## src/rtl/spi_slave_fsm.sv

```systemverilog
// SPI responder: oversamples SCLK/CS/MOSI into clk, receives MSB-first bytes on
// SCLK falling edges and returns one buffered (or default) byte per byte slot.
module spi_slave_fsm #(
  parameter logic [7:0] DEFAULT_TX = 8'hFF
) (
  input  logic       clk,
  input  logic       rst_n,
  input  logic       sclk,
  input  logic       cs,
  input  logic       mosi,
  output logic       miso,
  input  logic [7:0] tx_data,
  input  logic       tx_valid,
  output logic       tx_ready,
  output logic [7:0] rx_data,
  output logic       rx_valid,
  output logic       tx_underrun,
  output logic       abort,
  output logic       busy
);

  typedef enum logic [0:0] {
    IDLE   = 1'b0,
    ACTIVE = 1'b1
  } state_t;

  state_t     state_r, state_nxt;
  logic       sclk_meta_r, sclk_sync_r, sclk_dly_r;
  logic       cs_meta_r, cs_sync_r, cs_dly_r;
  logic       mosi_meta_r, mosi_sync_r;
  logic [1:0] warm_r;
  logic       armed_r;
  logic       sclk_fall_s, cs_fall_s, cs_rise_s;

  logic [7:0] sh_tx_r, sh_tx_nxt;
  logic [7:0] sh_rx_r, sh_rx_nxt;
  logic [2:0] bit_cnt_r, bit_cnt_nxt;
  logic [7:0] tx_buf_r, tx_buf_nxt;
  logic       tx_full_r, tx_full_nxt;
  logic       miso_r, miso_nxt;
  logic [7:0] rx_data_r, rx_data_nxt;
  logic       rx_valid_r, rx_valid_nxt;
  logic       underrun_r, underrun_nxt;
  logic       abort_r, abort_nxt;
  logic       consume_s, write_s;
  logic [7:0] load_byte_s;

  // Two-flop synchronisers plus edge-detect delay flops; armed_r blocks a
  // frame already in progress at reset release from looking like a CS fall.
  always_ff @(posedge clk or negedge rst_n) begin
    if (!rst_n) begin
      sclk_meta_r <= 1'b0;
      sclk_sync_r <= 1'b0;
      sclk_dly_r  <= 1'b0;
      cs_meta_r   <= 1'b1;
      cs_sync_r   <= 1'b1;
      cs_dly_r    <= 1'b1;
      mosi_meta_r <= 1'b0;
      mosi_sync_r <= 1'b0;
      warm_r      <= 2'b00;
      armed_r     <= 1'b0;
    end else begin
      sclk_meta_r <= sclk;
      sclk_sync_r <= sclk_meta_r;
      sclk_dly_r  <= sclk_sync_r;
      cs_meta_r   <= cs;
      cs_sync_r   <= cs_meta_r;
      cs_dly_r    <= cs_sync_r;
      mosi_meta_r <= mosi;
      mosi_sync_r <= mosi_meta_r;
      warm_r      <= {warm_r[0], 1'b1};
      armed_r     <= armed_r | (warm_r[1] & cs_sync_r);
    end
  end

  assign sclk_fall_s = sclk_dly_r & ~sclk_sync_r;
  assign cs_fall_s   = armed_r & cs_dly_r & ~cs_sync_r;
  assign cs_rise_s   = ~cs_dly_r & cs_sync_r;

  // FSM state register
  always_ff @(posedge clk or negedge rst_n) begin
    if (!rst_n) begin
      state_r <= IDLE;
    end else begin
      state_r <= state_nxt;
    end
  end

  // Next-state, shift registers, TX buffer and pulse outputs
  always_comb begin
    state_nxt    = state_r;
    sh_tx_nxt    = sh_tx_r;
    sh_rx_nxt    = sh_rx_r;
    bit_cnt_nxt  = bit_cnt_r;
    miso_nxt     = miso_r;
    rx_data_nxt  = rx_data_r;
    rx_valid_nxt = 1'b0;
    abort_nxt    = 1'b0;
    consume_s    = 1'b0;
    load_byte_s  = tx_full_r ? tx_buf_r : DEFAULT_TX;
    case (state_r)
      IDLE: begin
        if (cs_fall_s) begin
          state_nxt   = ACTIVE;
          consume_s   = 1'b1;
          bit_cnt_nxt = 3'd0;
          sh_tx_nxt   = load_byte_s;
          miso_nxt    = load_byte_s[7];
        end else begin
          state_nxt = IDLE;
        end
      end
      ACTIVE: begin
        // CS rising beats a coincident SCLK fall: the bit is not sampled.
        if (cs_rise_s) begin
          state_nxt   = IDLE;
          abort_nxt   = (bit_cnt_r != 3'd0);
          bit_cnt_nxt = 3'd0;
          miso_nxt    = 1'b0;
        end else if (sclk_fall_s) begin
          sh_rx_nxt   = {sh_rx_r[6:0], mosi_sync_r};
          bit_cnt_nxt = bit_cnt_r + 3'd1;
          if (bit_cnt_r == 3'd7) begin
            rx_data_nxt  = {sh_rx_r[6:0], mosi_sync_r};
            rx_valid_nxt = 1'b1;
            consume_s    = 1'b1;
            sh_tx_nxt    = load_byte_s;
            miso_nxt     = load_byte_s[7];
          end else begin
            sh_tx_nxt = {sh_tx_r[6:0], 1'b0};
            miso_nxt  = sh_tx_r[6];
          end
        end else begin
          state_nxt = ACTIVE;
        end
      end
      default: begin
        state_nxt = IDLE;
        miso_nxt  = 1'b0;
      end
    endcase
    underrun_nxt = consume_s & ~tx_full_r;
    // A same-cycle write lands after the consume, so it refills the buffer.
    write_s    = tx_valid & ~tx_full_r;
    tx_buf_nxt = tx_buf_r;
    if (write_s) begin
      tx_full_nxt = 1'b1;
      tx_buf_nxt  = tx_data;
    end else if (consume_s) begin
      tx_full_nxt = 1'b0;
    end else begin
      tx_full_nxt = tx_full_r;
    end
  end

  // Datapath and output registers
  always_ff @(posedge clk or negedge rst_n) begin
    if (!rst_n) begin
      sh_tx_r    <= 8'h00;
      sh_rx_r    <= 8'h00;
      bit_cnt_r  <= 3'd0;
      tx_buf_r   <= 8'h00;
      tx_full_r  <= 1'b0;
      miso_r     <= 1'b0;
      rx_data_r  <= 8'h00;
      rx_valid_r <= 1'b0;
      underrun_r <= 1'b0;
      abort_r    <= 1'b0;
    end else begin
      sh_tx_r    <= sh_tx_nxt;
      sh_rx_r    <= sh_rx_nxt;
      bit_cnt_r  <= bit_cnt_nxt;
      tx_buf_r   <= tx_buf_nxt;
      tx_full_r  <= tx_full_nxt;
      miso_r     <= miso_nxt;
      rx_data_r  <= rx_data_nxt;
      rx_valid_r <= rx_valid_nxt;
      underrun_r <= underrun_nxt;
      abort_r    <= abort_nxt;
    end
  end

  assign miso        = miso_r;
  assign rx_data     = rx_data_r;
  assign rx_valid    = rx_valid_r;
  assign tx_underrun = underrun_r;
  assign abort       = abort_r;
  assign tx_ready    = ~tx_full_r;
  assign busy        = (state_r == ACTIVE);

endmodule

```

## config.mk

```make
export PLATFORM = sky130hd
export DESIGN_NAME = spi_slave_fsm
export DESIGN_NICKNAME = d
export VERILOG_FILES = /design/src/rtl/spi_slave_fsm.sv
export SDC_FILE = /design/constraint.sdc
export NUM_CORES = 1
export LEC_CHECK = 0
export CAP_MARGIN = 25
export CORE_ASPECT_RATIO = 0.6
export CORE_UTILIZATION = 60
export CTS_BUF_LIST = sky130_fd_sc_hd__clkbuf_8
export CTS_CLUSTER_DIAMETER = 100
export DETAILED_ROUTE_END_ITERATION = 7
export PLACE_DENSITY = 0.86
export REMOVE_ABC_BUFFERS = 1
export SYNTH_ARGS = -nofsm -noshare
export SYNTH_HDL_FRONTEND = slang
export SYNTH_SLANG_ARGS = --single-unit
```

## constraint.sdc

```tcl
create_clock -name clk -period 2.7 [get_ports clk]
set_input_delay 0.54 -clock clk [delete_from_list [all_inputs] [get_ports clk]]
set_output_delay 0.54 -clock clk [all_outputs]
set_load 0.005 [all_outputs]
```

==> flow_summary.json <==
{
  "synth.ff_latch_count": 50,
  "hold_path.class": "primary input to async pin",
  "netlist-cell-type-count": 35,
  "final_non_filler_cell_area_sq_mm": 0.00240,
  "antenna_nets_post_route": 0,
  "clk-insertion-delay-late_ns": 0.30,
  "design.final.nets": 194,
  "detail_route.first_pass.iterations": 4,
  "buffer_ports.inserted": 27,
  "finalSetupTns_ns": 0,
  "synthesis.area_sq_mm": 0.00203,
  "tritoncts": "done",
  "grt_overflow_total": 0,
  "vertical_extent_of_the_die_microns": 47.1,
  "grt_first_pass_wirelength_microns": 5520,
  "skew_ns": 0.0120,
  "initial_cell_density_of_the_core_pct": 66.9,
  "numCtsBuffers": 5,
  "synth-warning-count": 0,
  "grt.total_usage_pct": 21.4,
  "routed_wirelength_microns": 3450,
  "cts-htree-levels": 2,
  "post_route_fraction_of_the_period_consumed_by_the_critical_path_pct": 76.1,
  "detail_route.vias_per_cell": 5.50,
  "post_cts_resized": 0,
  "cts_root_buf": "clkbuf_8",
  "drv_slew": 0,
  "clock_sink_count": 50,
  "placed_cells_incl_taps": 212,
  "drtIter0Drc": 49,
  "vdd_drop_max_uv": 457,
  "setup.worst_path.end_class": "primary output",
  "max-clock-path-buffers": 2,
  "crit_arrival_ns": 1.51,
  "critical-path-max-stage-delay_ns": 0.63,
  "cts.clk_slew.worst_paths_ns": 0.08,
  "routedWlPerCell_microns": 15.7,
  "post-synth-top-area-fraction_pct": 57.8,
  "critPathSlowestCell": "dfrtp_1",
  "cp.required_ns": 2.16,
  "crit_fanout": 12,
  "finalSetupViolations": 0,
  "antenna_cells": 0,
  "gp_congestion": 0.813,
  "pin_count_of_the_biggest_net_entering_global_routing": 36,
  "path_delay_family": "flip-flops",
  "instance_count_of_the_mapped_netlist": 148,
  "maxCapViolCount": 0,
  "power_per_standard_cell_area_mw_per_mm2": 788,
  "grt_pass1_vias": 1179,
  "cp_cell_sequence": "clkdlybuf4s50_1",
  "rsz_0062_raised_after_global_routing": "false",
  "status": "finished, final reports clean",
  "seq_area_frac_synth_pct": 61.7,
  "layoutNonFillerInstCount": 220,
  "total_vias_in_the_final_route": 1209,
  "final_util_pct": 79.0,
  "floorplan.die_area_sq_mm": 0.00364,
  "cp_num_buf_inv": 1,
  "hold_viol_final": 0,
  "core_area_sq_mm": 0.00304,
  "layout-drive-gt1-share_pct": 25.3,
  "nFillCells": 173,
  "crit_path_kind": "flip-flop to primary output",
  "number_of_core_rows": 15,
  "boundaryPins": 28,
  "postCtsSetupRepairBufs": 0,
  "total_leakage_power_uw": 0.00112,
  "synth.avg_cell_area_sq_um": 13.7,
  "synth_top_area_cell": "dfrtp_1",
  "synthTopCellsByArea": "dfrtp_1, mux2_2, mux2_4, dfstp_2, o21ai_0",
  "area_delta_synth_final_pct": 18.1,
  "fmax_mhz": 487,
  "crit_path_start_kind": "flip-flop",
  "drc_errors": 0,
  "cts_hold_buffers": 0,
  "dieWidth_microns": 77.2,
  "period_minus_slack_ns": 2.05,
  "placed_cell_area_sq_mm": 0.00231,
  "hpwl_microns": 2370,
  "antenna_found_initial": 0
}
==> worst paths after layout <==
path	startpoint	endpoint	slack (ns)	cells past startpoint
worst max-delay path	busy$_DFF_PN0_	busy	0.65	1
worst min-delay path	rst_n	rx_data[1]$_DFFE_PN0P_	0.12	1
worst max register to register	cs_dly_r$_DFF_PN1_	rx_data[0]$_DFFE_PN0P_	0.86	3
worst min register to register	warm_r[0]$_DFF_PN0_	warm_r[1]$_DFF_PN0_	0.36	0
max in group asynchronous	rst_n	tx_buf_r[7]$_DFFE_PN0P_	1.83	2
min in group clk	warm_r[0]$_DFF_PN0_	warm_r[1]$_DFF_PN0_	0.36	0
==> cells in the final DEF, fill, tap and decap left out, types with 2 or more instances in the layout <==
cell type,count
buf_4,2
clkbuf_8,6
clkdlybuf4s50_1,26
dfrtp_1,47
dfstp_2,3
ha_1,3
inv_1,8
mux2_2,16
mux2_4,8
nand2_1,10
nand2b_1,2
nand3_1,2
nand3b_1,6
nor2_1,3
o21ai_0,14
o21ai_1,3
==> state kept, by name (all words and copies together) (netlist names), 2 cells and up <==
signal / flops
sh_rx_r: 7
rx_data: 8
warm_r: 2
sh_tx_r: 7
bit_cnt_r: 3
tx_buf_r: 8
==> metrics by stage <==
step | hold slack, ns | setup WS [ns] | power (uW)
finish | 0.123 | 0.647 | 1890
CTS | 0.132 | 0.647 | 1910
detailed placement | 0.343 | 0.889 | 1480
global route | 0.140 | 0.585 | 2000
global placement | 0.334 | 0.932 | 1440
floorplan | 0.244 | 1.05 | 1300
==> cells in the mapped netlist <==
library cell  instances
dfrtp_1              47
mux2_2               16
o21ai_0              14
nand2_1              10
mux2_4                8
inv_1                 6
nand3b_1              6
buf_6                 3
dfstp_2               3
ha_1                  3
nor2_1                3
o21ai_1               3
buf_2                 2
nand2b_1              2
nand3_1               2
a21boi_0              1
a21o_1                1
a21oi_1               1
a31o_2                1
a31oi_4               1
and2b_1               1
and2b_2               1
and4bb_4              1
buf_4                 1
clkbuf_1              1
conb_1                1
nand2_2               1
nand3_2               1
nand4_1               1
nand4_2               1
nor2b_1               1
o21ai_2               1
o22ai_1               1
o2bb2ai_1             1
or3_4                 1
==> cell families after synthesis <==
group	count (synthesis)	synth area share, %
flip-flops	50	61.7
buffers and inverters	13	3.81
AND/OR/NAND/NOR	32	9.90
AO/OA/AOI/OAI	25	7.81
multiplexers	24	14.8
other	1	0.184
adder cells (fa/ha/maj)	3	1.85
==> layout make-up <==
cell class	instances	area, sq um	share of cell area, %
clock inverters	2	7.51	0.313
clock buffers	6	82.6	3.44
flip-flops and latches	50	1250	52.2
inverters	6	22.5	0.938
multi-input cells	85	702	29.2
repair buffers	29	280	11.7
well taps	42	52.6	2.19
==> per-layer routing <==
metal | global-route usage, % | vias up | routed length (microns)
li1 | - | 568 | -
met1 | 27.5 | 599 | 1600
met2 | 35.2 | 33 | 1620
met3 | 5.83 | 9 | 143
met4 | 10.9 | 0 | 72
met5 | 0 | - | 0
==> power by group <==
| group | switching [uW] | internal (uW) | total, uW |
|---|---|---|---|
| combinational | 163 | 236 | 399 |
| sequential | 139 | 932 | 1070 |
| clock | 222 | 201 | 423 |
| total | 523 | 1370 | 1890 |
No activity file was read; power rests on OpenSTA's default activity.
